===== src/rtl/ps2_pkg.sv =====
// Shared types and helpers for the PS/2 host transmit path.
package ps2_pkg;

  typedef enum logic [2:0] {
    ST_IDLE,
    ST_INHIBIT,
    ST_START,
    ST_DATA,
    ST_PARITY,
    ST_STOP,
    ST_ACK,
    ST_DONE
  } ps2_state_e;

  localparam int unsigned FRAME_BITS = 11;
  localparam int unsigned DATA_BITS  = 8;

  function automatic logic odd_parity(input logic [7:0] d);
    return ~^d;
  endfunction

endpackage


===== src/rtl/ps2_sync_filter.sv =====
// Two-flop synchronizer, glitch filter and falling-edge pulse for one PS/2 line.
module ps2_sync_filter #(
  parameter int unsigned FILTER_LEN = 4
) (
  input  logic clk,
  input  logic rst,
  input  logic din,
  output logic sync_out,
  output logic fall
);

  localparam int unsigned FW = (FILTER_LEN > 1) ? $clog2(FILTER_LEN) : 1;
  localparam logic [FW-1:0] F_LAST = FW'(FILTER_LEN - 1);

  logic [1:0]    sync_q;
  logic          filt_q;
  logic          filt_d1_q;
  logic [FW-1:0] cnt_q;

  // Filtered level only follows the synchronized line after FILTER_LEN
  // consecutive disagreeing samples; any agreement restarts the count.
  always_ff @(posedge clk or negedge rst) begin
    if (!rst) begin
      sync_q    <= '1;
      filt_q    <= 1'b1;
      filt_d1_q <= 1'b1;
      cnt_q     <= '0;
    end else begin
      sync_q    <= {sync_q[0], din};
      filt_d1_q <= filt_q;
      if (sync_q[1] == filt_q) begin
        cnt_q <= '0;
      end else if (cnt_q == F_LAST) begin
        filt_q <= sync_q[1];
        cnt_q  <= '0;
      end else begin
        cnt_q <= cnt_q + 1'b1;
      end
    end
  end

  assign sync_out = sync_q[1];
  assign fall     = filt_d1_q & ~filt_q;

endmodule


===== src/rtl/ps2_host_tx.sv =====
// Host-to-device PS/2 transmitter: inhibit, start, 8 data bits, odd parity, stop, ack.
module ps2_host_tx
  import ps2_pkg::*;
#(
  parameter int unsigned INHIBIT_CYCLES = 5000,
  parameter int unsigned TIMEOUT_CYCLES = 1_000_000,
  parameter int unsigned FILTER_LEN     = 4
) (
  input  logic       clk,
  input  logic       rst,
  input  logic       ps2_clk_i,
  output logic       ps2_clk_o,
  output logic       ps2_clk_w,
  input  logic       ps2_data_i,
  output logic       ps2_data_o,
  output logic       ps2_data_w,
  input  logic       rx_busy,
  input  logic       send_req,
  input  logic [7:0] send_data,
  output logic       send_idle
);

  localparam int unsigned CW = $clog2(INHIBIT_CYCLES + 1);
  localparam int unsigned TW = $clog2(TIMEOUT_CYCLES + 1);
  localparam logic [CW-1:0] INH_LAST  = CW'(INHIBIT_CYCLES - 1);
  localparam logic [TW-1:0] TMO_LAST  = TW'(TIMEOUT_CYCLES - 1);
  localparam logic [3:0]    DATA_LAST = 4'(DATA_BITS - 1);

  ps2_state_e    state_q, state_d;
  logic [7:0]    shift_q, shift_d;
  logic [3:0]    bit_cnt_q, bit_cnt_d;
  logic [CW-1:0] cyc_q, cyc_d;
  logic [TW-1:0] tmo_q, tmo_d;
  logic          data_bit_q, data_bit_d;
  logic [1:0]    data_sync_q;
  logic          clk_sync;
  logic          clk_fall;
  logic          data_sync;

  ps2_sync_filter #(.FILTER_LEN(FILTER_LEN)) u_clk_filter (
    .clk      (clk),
    .rst      (rst),
    .din      (ps2_clk_i),
    .sync_out (clk_sync),
    .fall     (clk_fall)
  );

  assign data_sync = data_sync_q[1];

  always_ff @(posedge clk or negedge rst) begin
    if (!rst) begin
      state_q     <= ST_IDLE;
      shift_q     <= '0;
      bit_cnt_q   <= '0;
      cyc_q       <= '0;
      tmo_q       <= '0;
      data_bit_q  <= 1'b1;
      data_sync_q <= '1;
    end else begin
      state_q     <= state_d;
      shift_q     <= shift_d;
      bit_cnt_q   <= bit_cnt_d;
      cyc_q       <= cyc_d;
      tmo_q       <= tmo_d;
      data_bit_q  <= data_bit_d;
      data_sync_q <= {data_sync_q[0], ps2_data_i};
    end
  end

  always_comb begin
    state_d    = state_q;
    shift_d    = shift_q;
    bit_cnt_d  = bit_cnt_q;
    cyc_d      = cyc_q;
    data_bit_d = data_bit_q;
    unique case (state_q)
      ST_IDLE: begin
        if (send_req && !rx_busy) begin
          state_d    = ST_INHIBIT;
          shift_d    = send_data;
          bit_cnt_d  = '0;
          cyc_d      = '0;
          data_bit_d = 1'b0;
        end
      end
      ST_INHIBIT: begin
        if (cyc_q == INH_LAST) state_d = ST_START;
        else                   cyc_d   = cyc_q + 1'b1;
      end
      ST_START: state_d = ST_DATA;
      ST_DATA: begin
        if (clk_fall) begin
          data_bit_d = shift_q[bit_cnt_q[2:0]];
          bit_cnt_d  = bit_cnt_q + 4'd1;
          if (bit_cnt_q == DATA_LAST) state_d = ST_PARITY;
        end
      end
      ST_PARITY: begin
        if (clk_fall) begin
          data_bit_d = odd_parity(shift_q);
          bit_cnt_d  = bit_cnt_q + 4'd1;
          state_d    = ST_STOP;
        end
      end
      ST_STOP: begin
        if (clk_fall) begin
          data_bit_d = 1'b1;
          bit_cnt_d  = bit_cnt_q + 4'd1;
          state_d    = ST_ACK;
        end
      end
      // A missing acknowledge is not an error: the frame completes either way.
      ST_ACK: begin
        if (clk_fall) begin
          bit_cnt_d = bit_cnt_q + 4'd1;
          state_d   = ST_DONE;
        end
      end
      ST_DONE: begin
        if (clk_sync && data_sync) state_d = ST_IDLE;
      end
      default: state_d = ST_IDLE;
    endcase

    if ((state_q inside {ST_START, ST_DATA, ST_PARITY, ST_STOP, ST_ACK}) &&
        (tmo_q == TMO_LAST)) begin
      state_d    = ST_IDLE;
      data_bit_d = 1'b1;
    end

    // Timeout window restarts on every device clock edge and every state change.
    if (clk_fall || (state_d != state_q) || (state_q == ST_IDLE)) tmo_d = '0;
    else                                                           tmo_d = tmo_q + 1'b1;
  end

  assign ps2_clk_w  = (state_q == ST_INHIBIT) || (state_q == ST_START);
  assign ps2_clk_o  = 1'b0;
  assign ps2_data_w = state_q inside {ST_START, ST_DATA, ST_PARITY, ST_STOP};
  assign ps2_data_o = ps2_data_w ? data_bit_q : 1'b1;
  assign send_idle  = (state_q == ST_IDLE);

endmodule


===== config.mk =====
export PLATFORM = sky130hd
export DESIGN_NAME = ps2_host_tx
export DESIGN_NICKNAME = d
export VERILOG_FILES = /design/src/rtl/ps2_pkg.sv /design/src/rtl/ps2_sync_filter.sv /design/src/rtl/ps2_host_tx.sv
export SDC_FILE = /design/constraint.sdc
export NUM_CORES = 1
export LEC_CHECK = 0
export ABC_AREA = 1
export ABC_CLOCK_PERIOD_IN_PS = 2500
export CAP_MARGIN = 15
export CORE_ASPECT_RATIO = 2
export CORE_MARGIN = 2
export CORE_UTILIZATION = 60
export DETAILED_ROUTE_END_ITERATION = 10
export PLACE_DENSITY = 0.83
export SLEW_MARGIN = 30
export SYNTH_ARGS = -nofsm -noshare
export SYNTH_HDL_FRONTEND = slang
export SYNTH_SLANG_ARGS = --single-unit

===== constraint.sdc =====
create_clock -name clk -period 2.5 [get_ports clk]
set_input_delay 0.25 -clock clk [delete_from_list [all_inputs] [get_ports clk]]
set_output_delay 0.25 -clock clk [all_outputs]
set_load 0.005 [all_outputs]

==> flow_metrics.tcl, run 1 <==
set metrics [dict create \
    slowest_delay_ns 0.57 \
    drcViolationCount 0 \
    period_needed_ns 2.18 \
    drt_iter0_drc 179 \
    report.final.hold_viol_count 0 \
    rsz0062_at_grt "false" \
    antenna_found_initial 0 \
    fin_tns_setup_ns 0 \
    ir_drop_mv 0.687 \
    crit_type "reg2out" \
    synth_compound_area_share_pct 6.30 \
    syn2layout_area_growth_pct 11.8 \
    synth-seq-area-share_pct 43.6 \
    cts_sinks 57 \
    required_ns 2.25 \
    grt_overflow_total 0 \
    grt_pass1_vias 2769 \
    netlist_area_mm2 0.00329 \
    syn_nets 429 \
    drive_gt1_share_pct 17.0 \
    slew_viol_final 0 \
    drv_cap 0 \
    yosys_warnings 0 \
    post_cts_resized 0 \
    clockPowerShare_pct 23.1 \
    nFillCells 455 \
    viasPerCell 5.41 \
    synth-simple-area-share_pct 32.7 \
    routedWlPerCell_um 13.7 \
    die_y_um 109 \
    p_switching_w 0.00120 \
    crit_fanout 9 \
    grt.total_usage_pct 25.8 \
    dr.pass1.iters 5 \
    core_area_mm2 0.00537 \
    die_x_um 56.4 \
    leakagePower_nw 1.67 \
    grt_pass1_wl_mm 12.0 \
    end_kind "output port" \
    clkLatencyLatePin_ns 0.35 \
    fmax_mhz 458 \
    ys_ff_latch 57 \
    portBuffers 17 \
    pwr-share-seq_pct 41.7 \
    yosys.area_share.xor_xnor_pct 7.98 \
    fin_nets 453 \
    pwr-share-comb_pct 35.2 \
    start_util_pct 61.3 \
    synthCells 411 \
    final_antenna_net_count 0 \
    min_path_type "in2reg" \
    tightestPinTransition_ns 0.662 \
    synth_fa_ha_area_share_pct 1.52 \
    io_pins 19 \
    gp_congestion 0.947 \
    clkSlewWorstSetupHoldPaths_ns 0.06 \
    internal-power_w 0.00186 \
    dp_hpwl_mm 5.23 \
    yosys-mux-area-fraction_pct 0 \
    arrival_ns 1.93 \
    diodes 0 \
    grt_max_degree 31 \
    row_count 38 \
    switching_share_pct 39.2 \
    cts_root_buf "clkbuf_8" \
    power_density_mw_per_mm2 831 \
    vias 2703 \
    dieArea_mm2 0.00614 \
    critPathLaunchType "flop" \
    status "finished clean" \
    dp_slack_ns 0.426 \
    routed_wl_mm 6.87 \
    finalSetupViolCount 0 \
    fin_crit_sh_pct 87.3 \
    synthDistinctLibCells 36 \
    clk_path_buf_depth 2 \
    path_cells "inv_4, nand2_2, nor2_4, or2_2, clkdlybuf4s50_1" \
    cpMaxStageDelayCell "dfrtp_1" \
    cts-htree-levels 3 \
    finalPower_w 0.00306 \
    finClkSkew_ns 0.00835 \
    synth_top_family_by_area "simple AND/OR/NAND/NOR gates" \
    relSlewSlack_pct 55.9 \
    setup_slack_ns 0.316 \
    cts_buffers 9 \
    cts_tree "yes" \
    syn_area_per_cell_um2 8.02 \
]
[state kept, by name, summed over array words and instances (netlist names)]
signal,count
tmo_q,20
cyc_q,13
shift_q,8
bit_cnt_q,4
state_q,3
data_sync_q,2
u_clk_filter.cnt_q,2
u_clk_filter.sync_q,2
data_bit_q,1
u_clk_filter.filt_d1_q,1
u_clk_filter.filt_q,1
[layer usage]
layer | global-route usage (%) | wire length (um) | vias to the layer above | part of all wire, %
met3 | 6.64 | 223 | 31 | 3.2
met4 | 18.7 | 346 | 0 | 5.0
li1 | - | - | 1345 | -
met2 | 45.5 | 3770 | 55 | 55
met1 | 25.6 | 2530 | 1272 | 37
met5 | 0 | 0 | - | 0
[cell usage after synthesis, drive strengths merged]
cell / number / area (um2)
conb: 1 / 3.75
ha: 4 / 50.1
buf: 7 / 58.8
o22ai: 2 / 12.5
a21oi: 7 / 38.8
nor3: 15 / 80.1
o211ai: 2 / 15.0
inv: 51 / 194
nand4: 9 / 62.6
dfstp: 7 / 184
nand2: 102 / 403
dfrtp: 50 / 1250
nor2: 66 / 345
xor2: 17 / 149
xnor2: 13 / 114
o31ai: 2 / 15.0
nand3b: 2 / 15.0
nand3: 27 / 160
o21ai: 23 / 119
clkbuf: 1 / 3.75
and3: 1 / 6.26
or2: 1 / 6.26
o21bai: 1 / 7.51
[path summary, 6_finish.rpt]
check | startpoint | to | slack (ns) | depth (start not counted)
max in group asynchronous | rst | tmo_q[13] | 1.45 | 3
max reg2reg | bit_cnt_q[0] | tmo_q[16] | 0.41 | 13
min | ps2_data_i | data_sync_q[0] | 0.31 | 1
max | state_q[2] | ps2_clk_w | 0.32 | 5
min in group asynchronous | rst | shift_q[5] | 0.47 | 2
min reg2reg | data_sync_q[0] | data_sync_q[1] | 0.35 | 0
[placed cells by master, fill, tap and decap left out, types with 9 or more instances in the layout]
cell             instances
clkdlybuf4s50_1         16
nand2_1                 94
xor2_1                  17
xnor2_1                 13
o21ai_0                 21
dfrtp_1                 50
nor2_1                  39
inv_1                   45
nand3_1                 22
nor2_2                  21
clkbuf_8                 9
nor3_1                  14
[critical path, delay by kind of cell (launching register included)]
kind / cells / cell delay, ns
DFF: 1 / 0.57
buffers and inverters: 2 / 0.53
and+or+nand+nor: 3 / 0.47
[per-stage QoR]
stage | hold WS (ns) | util [%] | std cells | area [um2]
floorplan | -0.0456 | - | 411 | 3290
global placement | 0.304 | 65.5 | 483 | 3520
detailed placement | 0.318 | 65.5 | 483 | 3520
CTS | 0.291 | 68.6 | 500 | 3680
global route | 0.308 | 68.6 | 500 | 3680
finish | 0.311 | 68.6 | 500 | 3680
[power by group through the flow]
stage	clock (W)	combinational [W]	sequential, W
final	0.000707	0.00108	0.00128
after detailed placement	0	0.00107	0.00129
after floorplan	0	0.000835	0.00123
after global routing	0.000753	0.00122	0.00129
after global placement	0	0.00104	0.00128
after CTS	0.000732	0.00108	0.00127
[cells by family after synthesis]
logic type | count (synthesis)
other | 1
flip-flops | 57
adder cells (fa/ha/maj) | 4
XOR/XNOR | 30
AO/OA/AOI/OAI | 37
buffers and inverters | 59
AND/OR/NAND/NOR | 223
[timing repair]
action,in CTS,in global routing
hold buffers,1,0
setup endpoints to repair,0,0
endpoints found under the hold margin,22,0
buffers inserted,0,0
[final cells by class]
type                    instances  area, um2  share of cell area (%)
clock buffers                  12        135                    3.67
clock inverters                 4       20.0                   0.543
inverters                      51        194                    5.26
multi-input cells             295       1600                    43.5
flip-flops and latches         57       1440                    38.9
well taps                      60       75.1                    2.04
repair buffers                 21        223                    6.04
(Power assumes the default switching activity.)
==> run 2: changes to the inputs <==
--- a/config.mk
+++ b/config.mk
@@ -16,4 +16,5 @@
 export SLEW_MARGIN = 30
 export SYNTH_ARGS = -nofsm -noshare
 export SYNTH_HDL_FRONTEND = slang
+export SYNTH_HIERARCHICAL = 1
 export SYNTH_SLANG_ARGS = --single-unit
==> run 2 against run 1 <==
Net effect:
- count of clock-buffer cells in the layout decreased by 1
- via count rose by 1.1%
- setup slack got worse by 0.093 ns
- combinational power is 6% lower
- area after synthesis is 3.9% higher
- critical path type unchanged
- largest power group is now clock
==> flow_metrics.tcl, run 2 <==
set metrics [dict create \
    synth_fa_ha_area_share_pct 1.46 \
    finalInstanceArea_mm2 0.00396 \
    top_register "tmo_q" \
    finClkSkew_ns 0.00682 \
    period_needed_ns 2.28 \
    mostFrequentLayoutCells "nand2_1 (105), nor2_1 (53), dfrtp_1 (50), inv_1 (46), nand3_1 (30)" \
    grt_pass1_wl_mm 11.6 \
    drt_iter0_drc 115 \
    min_path_type "in2async" \
    gp_congestion 0.982 \
    leakagePower_nw 1.85 \
    routedWlPerCell_um 12.5 \
    yosysTopAreaCellShare_pct 36.5 \
    drive_gt1_share_pct 17.2 \
    final_antenna_net_count 0 \
    grt_max_degree 33 \
    worstPathBufferInverterCount 1 \
    grt_overflow_total 0 \
    synth-simple-area-share_pct 35.6 \
    fin_tns_setup_ns 0 \
    crit_fanout 8 \
    critPathTopFamily "simple AND/OR/NAND/NOR gates" \
    synth_ff_type "dfrtp_1" \
    syn2layout_area_growth_pct 15.5 \
    viasPerCell 5.26 \
    slew_viol_final 0 \
    dr.pass1.iters 4 \
    power_density_mw_per_mm2 900 \
    rsz0062_at_grt "false" \
    required_ns 2.25 \
    drv_cap 0 \
    ys_ff_latch 57 \
    yosys.area_share.xor_xnor_pct 7.16 \
    cpMaxStageDelayCell "dfrtp_1" \
    finalSetupViolCount 0 \
    largest_register_ffs 20 \
    synth.most_common_cell "nand2_1" \
    cts_sinks 57 \
    slowest_delay_ns 0.55 \
    clk_path_buf_depth 2 \
    synthCells 430 \
    cts_root_buf "clkbuf_16" \
    relSlewSlack_pct 58.4 \
    grt.total_usage_pct 23.4 \
    fin_crit_sh_pct 91.1 \
    dp_slack_ns 0.268 \
    fin_nets 472 \
    yosys_warnings 6 \
    synthTopCellsByCount "nand2_1 (105), nor2_1 (53), dfrtp_1 (50)" \
    cts_tree "yes" \
    cts-htree-levels 3 \
    ir_drop_mv 1.03 \
    io_pins 19 \
    path_cells "nor2_2, nand2_1, nand2_1, nor2_1, nand2_1, nand2_1, clkdlybuf4s50_1" \
    synth_area_leader_cell "dfrtp_1" \
    routed_wl_mm 6.51 \
    core_area_mm2 0.00561 \
    fmax_mhz 439 \
    cts_buffers 9 \
    portBuffers 17 \
    die_x_um 57.4 \
    drcViolationCount 0 \
    arrival_ns 2.03 \
    path_common_cell "nand2_1" \
    clkSlewWorstSetupHoldPaths_ns 0.05 \
    synthDistinctLibCells 36 \
    diodes 0 \
    report.final.hold_viol_count 0 \
    syn_nets 448 \
    row_count 39 \
    antenna_found_initial 0 \
    dieArea_mm2 0.00636 \
    synth_top_family_by_area "simple AND/OR/NAND/NOR gates" \
    yosys-mux-area-fraction_pct 0 \
    final_common_cell "nand2_1" \
    start_util_pct 61.0 \
    synth_area_leaders "dfrtp_1 (37%), nand2_1 (12%), nor3_2 (6.4%)" \
    die_y_um 111 \
    status "finished clean" \
    crit_type "reg2out" \
    synth-seq-area-share_pct 41.9 \
    setup_slack_ns 0.223 \
    synth_compound_area_share_pct 5.34 \
    end_kind "output port" \
    critPathLaunchType "flop" \
    netlist_area_mm2 0.00342 \
    reg_top3 "tmo_q: 20 flops, cyc_q: 13 flops, shift_q: 8 flops" \
    synth-edff-count 0 \
    syn_area_per_cell_um2 7.96 \
    postPlaceCellArea_mm2 0.00361 \
    tightestPinTransition_ns 0.623 \
    grt_pass1_vias 2723 \
    async_flop_share_pct 100 \
    dp_hpwl_mm 4.68 \
    vias 2734 \
    clkLatencyLatePin_ns 0.34 \
]
-- run 2: cell count changes after synthesis, moves of 5 or more --
cell     delta
nor2_1     +14
nand2_1    +11
nor3_2     +21
nand3_1     +8
nor3_1     -10
nor2_4      -5
o21ai_0     -6
nor2_2     -18
-- run 2: final timing paths --
kind	slack, ns	cells after the start	from	end
max	0.22	7	state_q[0]	ps2_data_o
min	0.26	2	rst	cyc_q[8]
max reg2reg	0.22	8	state_q[2]	tmo_q[2]
min reg2reg	0.35	0	u_clk_filter/sync_q[0]	u_clk_filter/sync_q[1]
max in group asynchronous	1.60	3	rst	u_clk_filter/sync_q[0]
min in group clk	0.32	1	ps2_data_i	data_sync_q[0]
-- run 2: area by class of cell --
class	instances	area [um2]
timing repair buffer	22	205
fill	445	1660
clock buffer	11	253
multi-input combinational	309	1700
clock inverter	5	77.6
tap	61	76.3
sequential	57	1440
inverter	55	209
-- run 2: kinds of logic after synthesis --
kind of cell             after synthesis
other                                  1
flip-flops                            57
buffers and inverters                 64
adder cells (fa/ha/maj)                4
XOR/XNOR                              28
AO/OA/AOI/OAI                         32
AND/OR/NAND/NOR                      244
-- run 2: repair_timing --
item,CTS,global route
resized for setup,0,0
buffers inserted,0,0
hold buffers,1,0
endpoints found under the hold margin,8,0
-- run 2: metrics by stage --
step	hold slack [ns]	power, W	utilization [%]	std cells
after global placement	0.0722	0.00220	64.4	503
final	0.259	0.00356	70.5	520
after detailed placement	0.0766	0.00224	64.4	503
after floorplan	-0.0456	0.00208	-	430
after global routing	0.267	0.00376	70.5	520
after CTS	0.255	0.00360	70.5	520
-- run 2: power by group --
group / internal, W / switching [W]
Sequential: 0.00108 / 0.000133
Clock: 0.000920 / 0.000418
Combinational: 0.000354 / 0.000656
-- run 2: routing by layer --
layer | track usage [%] | share of wire, %
met1 | 28.9 | 42
met2 | 36.6 | 49
met4 | 12.4 | 3.0
met3 | 5.83 | 5.4
met5 | 0 | 0
